===== src/rtl/rf_sched_pkg.sv =====
// Shared constants, encodings and state type for the register-file write scheduler.
package rf_sched_pkg;

    // Number of register-file write ports available each cycle.
    localparam int NUM_WPORTS = 3;

    // Register index that maps onto the program counter.
    localparam logic [3:0] PC_REG = 4'd15;

    // Program-counter source select encodings.
    localparam logic [1:0] SEL_PC_INC   = 2'b00;
    localparam logic [1:0] SEL_PC_START = 2'b01;
    localparam logic [1:0] SEL_PC_DP    = 2'b11;

    // Scheduler operating state.
    typedef enum logic [1:0] {
        BOOT = 2'd0,
        RUN  = 2'd1,
        HALT = 2'd2
    } rf_sched_state_t;

    // One-hot decode of a register index into a 16-bit register mask.
    function automatic logic [15:0] addr_onehot(input logic [3:0] addr);
        return 16'(1) << addr;
    endfunction

endpackage


===== src/rtl/rf_port_alloc.sv =====
// Combinational grant logic: scans requesters in priority order, routes R15
// writes to the PC load path and packs the rest onto the free write ports.
module rf_port_alloc
    import rf_sched_pkg::*;
#(
    parameter int NUM_REQ = 4,
    parameter int PC_W    = 11
) (
    input  logic                             enable,
    input  logic [NUM_REQ-1:0]               req_valid,
    input  logic [NUM_REQ*4-1:0]             req_addr,
    input  logic [NUM_REQ*32-1:0]            req_data,
    output logic [NUM_REQ-1:0]               grant,
    output logic [NUM_WPORTS-1:0]            port_en,
    output logic [NUM_WPORTS-1:0][3:0]       port_addr,
    output logic [NUM_WPORTS-1:0][31:0]      port_data,
    output logic                             pc_grant,
    output logic [PC_W-1:0]                  pc_value
);

    logic [1:0]  port_cnt;
    logic [15:0] addr_taken;

    // Priority scan: index 0 first, one R15 grant, up to three distinct GPR grants.
    always_comb begin
        // NOTE: every variable gets a default before any conditional assignment,
        // so no path leaves a value unassigned and no latch is inferred.
        grant      = '0;
        port_en    = '0;
        port_addr  = '0;
        port_data  = '0;
        pc_grant   = 1'b0;
        pc_value   = '0;
        port_cnt   = 2'd0;
        addr_taken = '0;

        for (int i = 0; i < NUM_REQ; i++) begin
            if (enable && req_valid[i]) begin
                if (req_addr[i*4 +: 4] == PC_REG) begin
                    // Only the first R15 writer gets the PC this cycle; later ones wait.
                    if (!pc_grant) begin
                        pc_grant = 1'b1;
                        pc_value = req_data[i*32 +: PC_W];
                        grant[i] = 1'b1;
                    end
                end else if ((port_cnt < 2'(NUM_WPORTS)) && !addr_taken[req_addr[i*4 +: 4]]) begin
                    // A repeated address is deferred so the lower-priority value lands last.
                    grant[i]            = 1'b1;
                    port_en[port_cnt]   = 1'b1;
                    port_addr[port_cnt] = req_addr[i*4 +: 4];
                    port_data[port_cnt] = req_data[i*32 +: 32];
                    addr_taken          = addr_taken | addr_onehot(req_addr[i*4 +: 4]);
                    port_cnt            = port_cnt + 2'd1;
                end
            end
        end
    end

endmodule


===== src/rtl/rf_write_scheduler.sv =====
// Write-back scheduler and PC sequencer in front of the 16-entry register file.
// Holds the BOOT/RUN/HALT state machine, the registered write-port stage and
// the pending-write mask exported to hazard logic.
module rf_write_scheduler
    import rf_sched_pkg::*;
#(
    parameter int NUM_REQ = 4,
    parameter int PC_W    = 11
) (
    input  logic                  clk,
    input  logic                  rst,
    input  logic [NUM_REQ-1:0]    req_valid,
    input  logic [NUM_REQ*4-1:0]  req_addr,
    input  logic [NUM_REQ*32-1:0] req_data,
    output logic [NUM_REQ-1:0]    req_ready,
    input  logic                  hold,
    input  logic                  pc_advance,
    input  logic                  halt,
    output logic [3:0]            w_addr1,
    output logic [3:0]            w_addr2,
    output logic [3:0]            w_addr3,
    output logic [31:0]           w_data1,
    output logic [31:0]           w_data2,
    output logic [31:0]           w_data3,
    output logic                  w_en1,
    output logic                  w_en2,
    output logic                  w_en3,
    output logic                  load_pc,
    output logic [1:0]            sel_pc,
    output logic [PC_W-1:0]       dp_pc,
    output logic [15:0]           pending_mask,
    output logic                  halted
);

    rf_sched_state_t               state_q, state_d;
    logic [NUM_WPORTS-1:0]         w_en_q, w_en_d;
    logic [NUM_WPORTS-1:0][3:0]    w_addr_q, w_addr_d;
    logic [NUM_WPORTS-1:0][31:0]   w_data_q, w_data_d;
    logic                          load_pc_q, load_pc_d;
    logic [1:0]                    sel_pc_q, sel_pc_d;
    logic [PC_W-1:0]               dp_pc_q, dp_pc_d;
    logic [15:0]                   pending_mask_q, pending_mask_d;

    logic                          alloc_en;
    logic [NUM_REQ-1:0]            grant;
    logic [NUM_WPORTS-1:0]         port_en;
    logic [NUM_WPORTS-1:0][3:0]    port_addr;
    logic [NUM_WPORTS-1:0][31:0]   port_data;
    logic                          pc_grant;
    logic [PC_W-1:0]               pc_value;

    // Grants exist only in RUN when neither a stall nor a halt request is present.
    assign alloc_en = !rst && (state_q == RUN) && !hold && !halt;

    rf_port_alloc #(
        .NUM_REQ (NUM_REQ),
        .PC_W    (PC_W)
    ) u_port_alloc (
        .enable    (alloc_en),
        .req_valid (req_valid),
        .req_addr  (req_addr),
        .req_data  (req_data),
        .grant     (grant),
        .port_en   (port_en),
        .port_addr (port_addr),
        .port_data (port_data),
        .pc_grant  (pc_grant),
        .pc_value  (pc_value)
    );

    assign req_ready = grant;

    // Next state and next output-stage contents, plus the pending mask derived from them.
    always_comb begin
        state_d   = state_q;
        w_en_d    = '0;
        w_addr_d  = w_addr_q;
        w_data_d  = w_data_q;
        load_pc_d = 1'b0;
        sel_pc_d  = sel_pc_q;
        dp_pc_d   = dp_pc_q;

        case (state_q)
            BOOT: begin
                // Ask the register file to load start_pc, then start scheduling.
                load_pc_d = 1'b1;
                sel_pc_d  = SEL_PC_START;
                state_d   = RUN;
            end
            RUN: begin
                if (halt) begin
                    state_d = HALT;
                end else if (!hold) begin
                    for (int p = 0; p < NUM_WPORTS; p++) begin
                        if (port_en[p]) begin
                            w_en_d[p]   = 1'b1;
                            w_addr_d[p] = port_addr[p];
                            w_data_d[p] = port_data[p];
                        end
                    end
                    // An R15 write overrides the sequential increment.
                    if (pc_grant) begin
                        load_pc_d = 1'b1;
                        sel_pc_d  = SEL_PC_DP;
                        dp_pc_d   = pc_value;
                    end else if (pc_advance) begin
                        load_pc_d = 1'b1;
                        sel_pc_d  = SEL_PC_INC;
                    end
                end
            end
            HALT: begin
                state_d = HALT;
            end
            default: begin
                state_d = BOOT;
            end
        endcase

        pending_mask_d = '0;
        for (int p = 0; p < NUM_WPORTS; p++) begin
            if (w_en_d[p]) begin
                pending_mask_d = pending_mask_d | addr_onehot(w_addr_d[p]);
            end
        end
        if (load_pc_d) begin
            pending_mask_d = pending_mask_d | addr_onehot(PC_REG);
        end
    end

    // State and output-stage registers; reset drops any write still in flight.
    always_ff @(posedge clk) begin
        // NOTE: clocked state uses non-blocking assignments so every register
        // samples the pre-edge values regardless of statement order.
        if (rst) begin
            state_q        <= BOOT;
            w_en_q         <= '0;
            w_addr_q       <= '0;
            w_data_q       <= '0;
            load_pc_q      <= 1'b0;
            sel_pc_q       <= SEL_PC_INC;
            dp_pc_q        <= '0;
            pending_mask_q <= '0;
        end else begin
            state_q        <= state_d;
            w_en_q         <= w_en_d;
            w_addr_q       <= w_addr_d;
            w_data_q       <= w_data_d;
            load_pc_q      <= load_pc_d;
            sel_pc_q       <= sel_pc_d;
            dp_pc_q        <= dp_pc_d;
            pending_mask_q <= pending_mask_d;
        end
    end

    assign w_en1        = w_en_q[0];
    assign w_en2        = w_en_q[1];
    assign w_en3        = w_en_q[2];
    assign w_addr1      = w_addr_q[0];
    assign w_addr2      = w_addr_q[1];
    assign w_addr3      = w_addr_q[2];
    assign w_data1      = w_data_q[0];
    assign w_data2      = w_data_q[1];
    assign w_data3      = w_data_q[2];
    assign load_pc      = load_pc_q;
    assign sel_pc       = sel_pc_q;
    assign dp_pc        = dp_pc_q;
    assign pending_mask = pending_mask_q;
    assign halted       = (state_q == HALT);

endmodule


===== config.mk =====
export PLATFORM = sky130hd
export DESIGN_NAME = rf_write_scheduler
export DESIGN_NICKNAME = d
export VERILOG_FILES = /design/src/rtl/rf_sched_pkg.sv /design/src/rtl/rf_port_alloc.sv /design/src/rtl/rf_write_scheduler.sv
export SDC_FILE = /design/constraint.sdc
export NUM_CORES = 1
export LEC_CHECK = 0
export ABC_AREA = 1
export ABC_CLOCK_PERIOD_IN_PS = 9720
export CORE_ASPECT_RATIO = 0.8
export CORE_MARGIN = 8
export CORE_UTILIZATION = 45
export DETAILED_ROUTE_END_ITERATION = 6
export PLACE_DENSITY = 0.81
export SETUP_SLACK_MARGIN = 0.15
export SKIP_LAST_GASP = 1
export SLEW_MARGIN = 10
export SYNTH_ARGS = -nofsm -noshare
export SYNTH_HDL_FRONTEND = slang
export SYNTH_SLANG_ARGS = --single-unit

===== constraint.sdc =====
create_clock -name clk -period 9.72 [get_ports clk]
set_input_delay 0.972 -clock clk [delete_from_list [all_inputs] [get_ports clk]]
set_output_delay 0.972 -clock clk [all_outputs]
set_load 0.005 [all_outputs]

# [Yosys cells after proc, flatten, opt, wreduce, memory -nomap -nowiden]
# Memories as Yosys holds them, arrays and structs flattened.
# Cells that the tools add are included.
[totals] register_bits=143 mem_bits_ro=16 input_bits=153 out_inout_bits=146 elab_cells=225 mem_count=1
[op_classes] addsub=2 order_cmp=13 eq_ne=10 shift=6 mux=146 bitwise_logic=9 reduce_logical=26
[mem_list] name="(no name shown)" depth=16 word_bits=1 read_ports=1 rd_ports_with_merged_regs=0 write_ports=0 line="rf_port_alloc.sv:46" source="end else if ((port_cnt < 2'(NUM_WPORTS)) && !addr_taken[req_addr[i*4 +: 4]]) begin"
[op_table] cell="96-bit 2-to-1 mux" count=9
[op_table] cell="96-bit bitwise mux" count=3
[op_table] cell="16-bit 2-to-1 mux" count=13
[op_table] cell="32-bit demux with 2-bit select" count=3
[op_table] cell="32-bit 2-to-1 mux" count=6
[op_table] cell="12-bit 2-to-1 mux" count=12
[op_table] cell="11-bit 2-to-1 mux" count=11
[op_table] cell="1-bit by 4-bit << shifter with 16-bit output, first input constant" count=6
[op_table] cell="16-bit OR" count=4
[op_table] cell="1-bit 2-to-1 mux" count=40
[op_table] cell="12-bit bitwise mux" count=3
[op_table] cell="3-bit 2-to-1 mux" count=12
[op_table] cell="4-bit 2-to-1 mux" count=9
[op_table] cell="2-bit 2-to-1 mux" count=13
[op_table] cell="4-bit demux with 2-bit select" count=3
[op_table] cell="4-bit by 5-bit less-than comparator with 1-bit output, second input constant" count=4
[op_table] cell="4-bit AND reduction" count=5
[op_table] cell="4-bit equality test, second input constant" count=4
[op_table] cell="1-bit logical AND" count=13
[op_table] cell="1-bit binary-select mux with 4-bit select" count=3
[op_table] cell="2-bit by 3-bit less-than comparator with 1-bit output, second input constant" count=3
[op_table] cell="1-bit demux with 2-bit select" count=3
[op_table] cell="2-bit by 1-bit greater-or-equal comparator with 1-bit output, second input constant" count=3
[op_table] cell="1-bit zero test" count=6
[op_table] cell="14 further kinds" count=21

# [Logic depth before layout (Yosys ltp)]
[logic_depth] depth_word=39 mapped_depth=37 mapped_depth_nobuf=36

# [Modules after synthesis]
# Synthesis repeated with hierarchy kept, for this count alone.
[hier_totals] hier_cells=1841 hier_area_um2=10715.3
[modules_own_cells] mod="rf_write_scheduler" n_inst=1 cells_per_inst=748 area_each_um2=5604.1 seq_area_each_um2=2862.7
[modules_own_cells] mod="rf_port_alloc" n_inst=1 cells_per_inst=1093 area_each_um2=5111.2 seq_area_each_um2=0.0

# [Worst setup path after synthesis]
# Ideal clock, no wire load.
[synth_path] path_type="input port to output port" from="input rst" to="output req_ready[3]" t_arrival_ns=4.553 required_ns=8.748 path_slack_ns=4.195 path_stages=23 path_buffers=5 path_cell_list="buf_2 > nor2_4 > nand3_4 > buf_6 > nor2_1 > clkbuf_1 > clkbuf_1 > ha_1 > inv_1 > o21ai_0 > ha_1 > a21oi_4 > nand2_4 > nor2_8 > inv_4 > o21ai_4 > inv_2 > nand2_2 > nand2_2 > nor2_8 > buf_6 > nand2_1 > o21bai_1"
[synth_between] elab_chain_cells=27 elab_cells_between_ends=50 cone_classes="add/sub (2); order compare (3); mux (29); bitwise (2); reduce/logical (14)"
[synth_lines] element="start: declaration" line="rf_write_scheduler.sv:11" source="input logic rst,"
[synth_lines] element="1-bit zero test *" line="rf_write_scheduler.sv:53" source="assign alloc_en = !rst && (state_q == RUN) && !hold && !halt;"
[synth_lines] element="1-bit logical AND * (3 in a row)" line="rf_write_scheduler.sv:53"
[synth_lines] element="1-bit logical AND" line="rf_port_alloc.sv:38" source="if (enable && req_valid[i]) begin"
[synth_lines] element="16-bit 2-to-1 mux" line="rf_port_alloc.sv:38"
[synth_lines] element="1-bit binary-select mux with 4-bit select" line="rf_port_alloc.sv:46"
[synth_lines] element="1-bit 2-to-1 mux (implied by the code)" line="rf_port_alloc.sv:46"
[synth_lines] element="1-bit zero test" line="rf_port_alloc.sv:46"
[synth_lines] element="1-bit logical AND" line="rf_port_alloc.sv:46"
[synth_lines] element="[9 not listed]"
[synth_lines] element="16-bit 2-to-1 mux" line="rf_port_alloc.sv:38"
[synth_lines] element="1-bit binary-select mux with 4-bit select" line="rf_port_alloc.sv:46"
[synth_lines] element="1-bit 2-to-1 mux (implied by the code)" line="rf_port_alloc.sv:46"
[synth_lines] element="1-bit zero test" line="rf_port_alloc.sv:46"
[synth_lines] element="1-bit logical AND" line="rf_port_alloc.sv:46"
[synth_lines] element="1-bit 2-to-1 mux" line="rf_port_alloc.sv:46"
[synth_lines] element="1-bit 2-to-1 mux" line="rf_port_alloc.sv:39" source="if (req_addr[i*4 +: 4] == PC_REG) begin"
[synth_lines] element="1-bit 2-to-1 mux *" line="rf_port_alloc.sv:38"
[synth_lines] element="end: declaration" line="rf_write_scheduler.sv:15" source="output logic [NUM_REQ-1:0] req_ready,"
# Mark *: on every way between the ends. The rest lies on a longest branch, timed or not. The select of a mux whose other input is x is not followed.

# [Worst setup path after layout]
[layout_path] from="input halt" to="register pending_mask_q[12] (netlist: pending_mask[12])"
[layout_between] elab_chain_cells=37 elab_cells_between_ends=107 cone_classes="add/sub (2); order compare (9); shift (3); mux (71); bitwise (7); reduce/logical (15)"
[layout_lines] element="start: declaration" line="rf_write_scheduler.sv:18" source="input logic halt,"
[layout_lines] element="1-bit zero test" line="rf_write_scheduler.sv:53"
[layout_lines] element="1-bit logical AND" line="rf_write_scheduler.sv:53"
[layout_lines] element="1-bit logical AND" line="rf_port_alloc.sv:38"
[layout_lines] element="16-bit 2-to-1 mux" line="rf_port_alloc.sv:38"
[layout_lines] element="1-bit binary-select mux with 4-bit select" line="rf_port_alloc.sv:46"
[layout_lines] element="1-bit 2-to-1 mux (implied by the code)" line="rf_port_alloc.sv:46"
[layout_lines] element="1-bit zero test" line="rf_port_alloc.sv:46"
[layout_lines] element="1-bit logical AND" line="rf_port_alloc.sv:46"
[layout_lines] element="[21 not listed]"
[layout_lines] element="12-bit 2-to-1 mux" line="rf_write_scheduler.sv:83" source="case (state_q)"
[layout_lines] element="1-bit by 4-bit << shifter with 16-bit output" line="rf_sched_pkg.sv:24" source="return 16'(1) << addr;"
[layout_lines] element="16-bit 2-to-1 mux" line="rf_write_scheduler.sv:122" source="if (w_en_d[p]) begin"
[layout_lines] element="16-bit OR" line="rf_write_scheduler.sv:123" source="pending_mask_d = pending_mask_d | addr_onehot(w_addr_d[p]);"
[layout_lines] element="16-bit 2-to-1 mux" line="rf_write_scheduler.sv:122"
[layout_lines] element="16-bit OR" line="rf_write_scheduler.sv:123"
[layout_lines] element="16-bit 2-to-1 mux *" line="rf_write_scheduler.sv:122"
[layout_lines] element="16-bit 2-to-1 mux *" line="rf_write_scheduler.sv:126" source="if (load_pc_d) begin"
[layout_lines] element="end signal: assignment" line="rf_write_scheduler.sv:152" source="pending_mask_q <= pending_mask_d;"
[layout_lines] element="end: declaration" line="rf_write_scheduler.sv:42" source="logic [15:0] pending_mask_q, pending_mask_d;"
# Marks and branches as above.
# A chain may end at the register's enable or synchronous reset.

==> metrics.txt <==
outcome=complete, no violations; type of origin of the critical path=input port; first-pass GRT wire length=roughly 67,000 um; FFs w/ async S/R, synth=0; Cell variety after synth=48; XOR/XNOR share of the synthesized area=0.00165; Post-DP HPWL=31,100 um; mux share of post-synthesis cell area=0.00203; maximum vdd drop=between 0.09 and 0.1 mV; pwr dens=~120 mW/mm^2; fin crit period=7.17 ns; synthesis-stage register bit count=143; detailed-route via count=~12k; WL per Instance=about 21 um; Hold Crit Class=reg2reg; final wirelength=43,600 um; row count=between 40 and 50; max frequency=139 MHz; most frequent cell on the critical path=nand2_1; clock skew=between 0.006 and 0.007 ns; post-synthesis simple-gate area fraction=0.339; worst setup path class=in2reg; Clock Power Share=0.411; Clock Path Buffers=2; post-CTS sizing=0; combinational power share=0.207; DRC=0; Layout area overhead=35.5%; Hold Slack=roughly 0.47 ns; Net Sw Power=490 uW; Most used DFF post-synth=dfxtp_1; crit end category=register; crit-path max FO=73; cts hold-fix bufs=0; GRT Overall Usage=0.310; RSZ-0062 raised after global routing=no; gr ovfl total=0; Total Neg Setup Slack=0 ns; Synth Instances=1,554; CTS tree=done; P_leak=approximately 0.0054 uW; largest net degree at the start of global routing=74; Final Core Density=0.621; Post-CTS Setup Inserts=0; count of warnings emitted by yosys=0; Pint=1180 uW; vias in the first global route=11.4k; slowest stage delay, CP=approximately 0.77 ns; TritonCTS Buffers=17; Die ar.=~0.027 sq mm; Fin. Hold Viols=0; number of clock sinks=between 100 and 150; slew margin rel.=0.276; Post-synth EDFFs=0; Final #Nets=between 1.5k and 2k; main combinational cell family by area after synthesis=simple AND/OR/NAND/NOR gates; share of layout cells above drive strength 1=0.0755; Sw Ratio=0.293; Final Setup Violations=0; Worst-Margin Slew=around 1.1 ns; CP arrival=about 7.5 ns; Power, Total=roughly 1700 uW; Starting Density=0.458; maxcap violations=0; Routed Antenna Nets=0; Crit path required time=a little over 10 ns; syn avg cell area=6.36 sq um; First-pass DRT Iterations=5; Seq pwr share=0.382; compound-gate portion of the synthesized area=0.256; Vias/cell=5.93; clk root buf=clkbuf_16; RePlAce Congestion=between 0.9 and 1; post-synth top area cell=dfxtp_1; slowest CP cell=nor2_4; port bufs=approximately 300; die height=~150 um; Horiz. Die Dim=182 um; synthesized area=roughly 0.01 sq mm; initial detailed-routing violation count=1,738; sequential fraction of the synthesis area=0.290; post-synth net total=roughly 1.7k; H-tree level count=4; CTS clk-pin slew, worst paths=about 0.060 ns; core footprint=0.0216 sq mm; post-synthesis adder-cell area fraction=0.0114; Max Slew Vio Count=0; Tcrit/Tclk final=0.738; top cells by area, synth=dfxtp_1 (29%), nand2_1 (14%), o21ai_0 (10%), nand3_1 (5.6%), nor2_1 (4.7%); antenna violations before repair=1; clock latency on the worst-skew pair=approximately 0.43 ns; Synth top area share=0.290; I/O pin cnt=around 300
state kept, by name (all words and copies together), names as in the netlist:
register,count
w_data2,32
sel_pc,2
state_q,2
w_addr1,4
w_addr3,4
pending_mask,16
dp_pc,11
w_addr2,4
w_en_q,3
w_data1,32
load_pc,1
w_data3,32
power by group through the flow:
stage	Sequential, uW	Combinational (uW)	Clock [uW]
global route	640	373	716
CTS	638	341	688
detailed placement	650	338	0
floorplan	648	152	0
global placement	650	337	0
finish	638	346	688
cells in the final DEF (no fill, tap or decap), types with 8 or more instances in the layout:
cell / n
a31oi_1: 45
clkdlybuf4s50_1: 297
nand4_1: 42
a211oi_2: 11
a211oi_1: 19
nor2_1: 121
inv_1: 98
dfxtp_1: 143
nand3_1: 111
clkbuf_16: 17
o21ai_1: 42
inv_2: 15
a221oi_1: 15
a21oi_1: 90
o21ai_0: 198
nor2_4: 8
nand2_1: 369
nor3_1: 27
ha_1: 9
buf_4: 12
nor2_2: 12
nand2_2: 16
worst max-delay path: cells and delay by family:
family,cells,cell delay (ns)
compound gates,2,0.61
xor+xnor,1,0.17
fa+ha+maj,2,0.60
buf+inv,3,1.13
simple gates,20,4.02
cells by family after synthesis:
kind of cell | count (synthesis)
AOI/OAI and AO/OA | 441
xor gates and xnor gates | 1
adders and majority gates | 9
buffers and inverters | 224
DFF | 143
muxes | 2
and+or+nand+nor | 734
per-stage QoR:
| step | instances | area [sq um] | setup slack [ns] |
|---|---|---|---|
| after floorplan | 1554 | 9880 | 4.19 |
| after global placement | 2032 | 12800 | 2.28 |
| after detailed placement | 2032 | 12800 | 2.20 |
| after CTS | 2063 | 13400 | 2.59 |
| after global routing | 2064 | 13400 | 2.03 |
| final | 2064 | 13400 | 2.55 |
layer usage:
layer / part of all wire / GRT usage / wire length, um
met5: 0 / 0 / 0
met4: 0.031 / 0.102 / 1340
met3: 0.13 / 0.0992 / 5750
met2: 0.42 / 0.458 / 18200
met1: 0.42 / 0.419 / 18300
synthesized netlist by cell type, types with 9 or more instances:
| library cell | n |
|---|---|
| nor2_2 | 11 |
| nand2_1 | 370 |
| nand4_1 | 42 |
| a31oi_1 | 46 |
| a221oi_1 | 15 |
| nor2_1 | 123 |
| clkbuf_1 | 61 |
| buf_2 | 23 |
| inv_1 | 99 |
| a211oi_1 | 19 |
| buf_6 | 11 |
| ha_1 | 9 |
| dfxtp_1 | 143 |
| inv_2 | 14 |
| nand3_1 | 111 |
| nor3_1 | 28 |
| o21ai_0 | 198 |
| a211oi_2 | 11 |
| o21ai_1 | 42 |
| nand2_2 | 15 |
| a21oi_1 | 90 |
area by class of cell:
| cell class | instances | area [sq um] |
|---|---|---|
| clock buffer | 19 | 443 |
| sequential | 143 | 2860 |
| fill | 1974 | 8170 |
| timing repair buffer | 310 | 3070 |
| multi-input combinational | 1187 | 6060 |
| tap | 275 | 344 |
| inverter | 117 | 444 |
| antenna | 1 | 2.50 |
| clock inverter | 12 | 159 |
final timing paths:
path / from / end / slack [ns] / cells past startpoint
setup / recovery: halt / pending_mask[12]$_SDFF_PP0_ / 2.55 / 28
hold reg to reg: dp_pc[4]$_SDFFE_PP0P_ / dp_pc[4]$_SDFFE_PP0P_ / 0.47 / 2
hold / removal: dp_pc[4]$_SDFFE_PP0P_ / dp_pc[4]$_SDFFE_PP0P_ / 0.47 / 2
setup reg to reg: state_q[1]$_SDFFE_PP0P_ / pending_mask[12]$_SDFF_PP0_ / 2.96 / 30
Power figures use the tool's default switching activity.
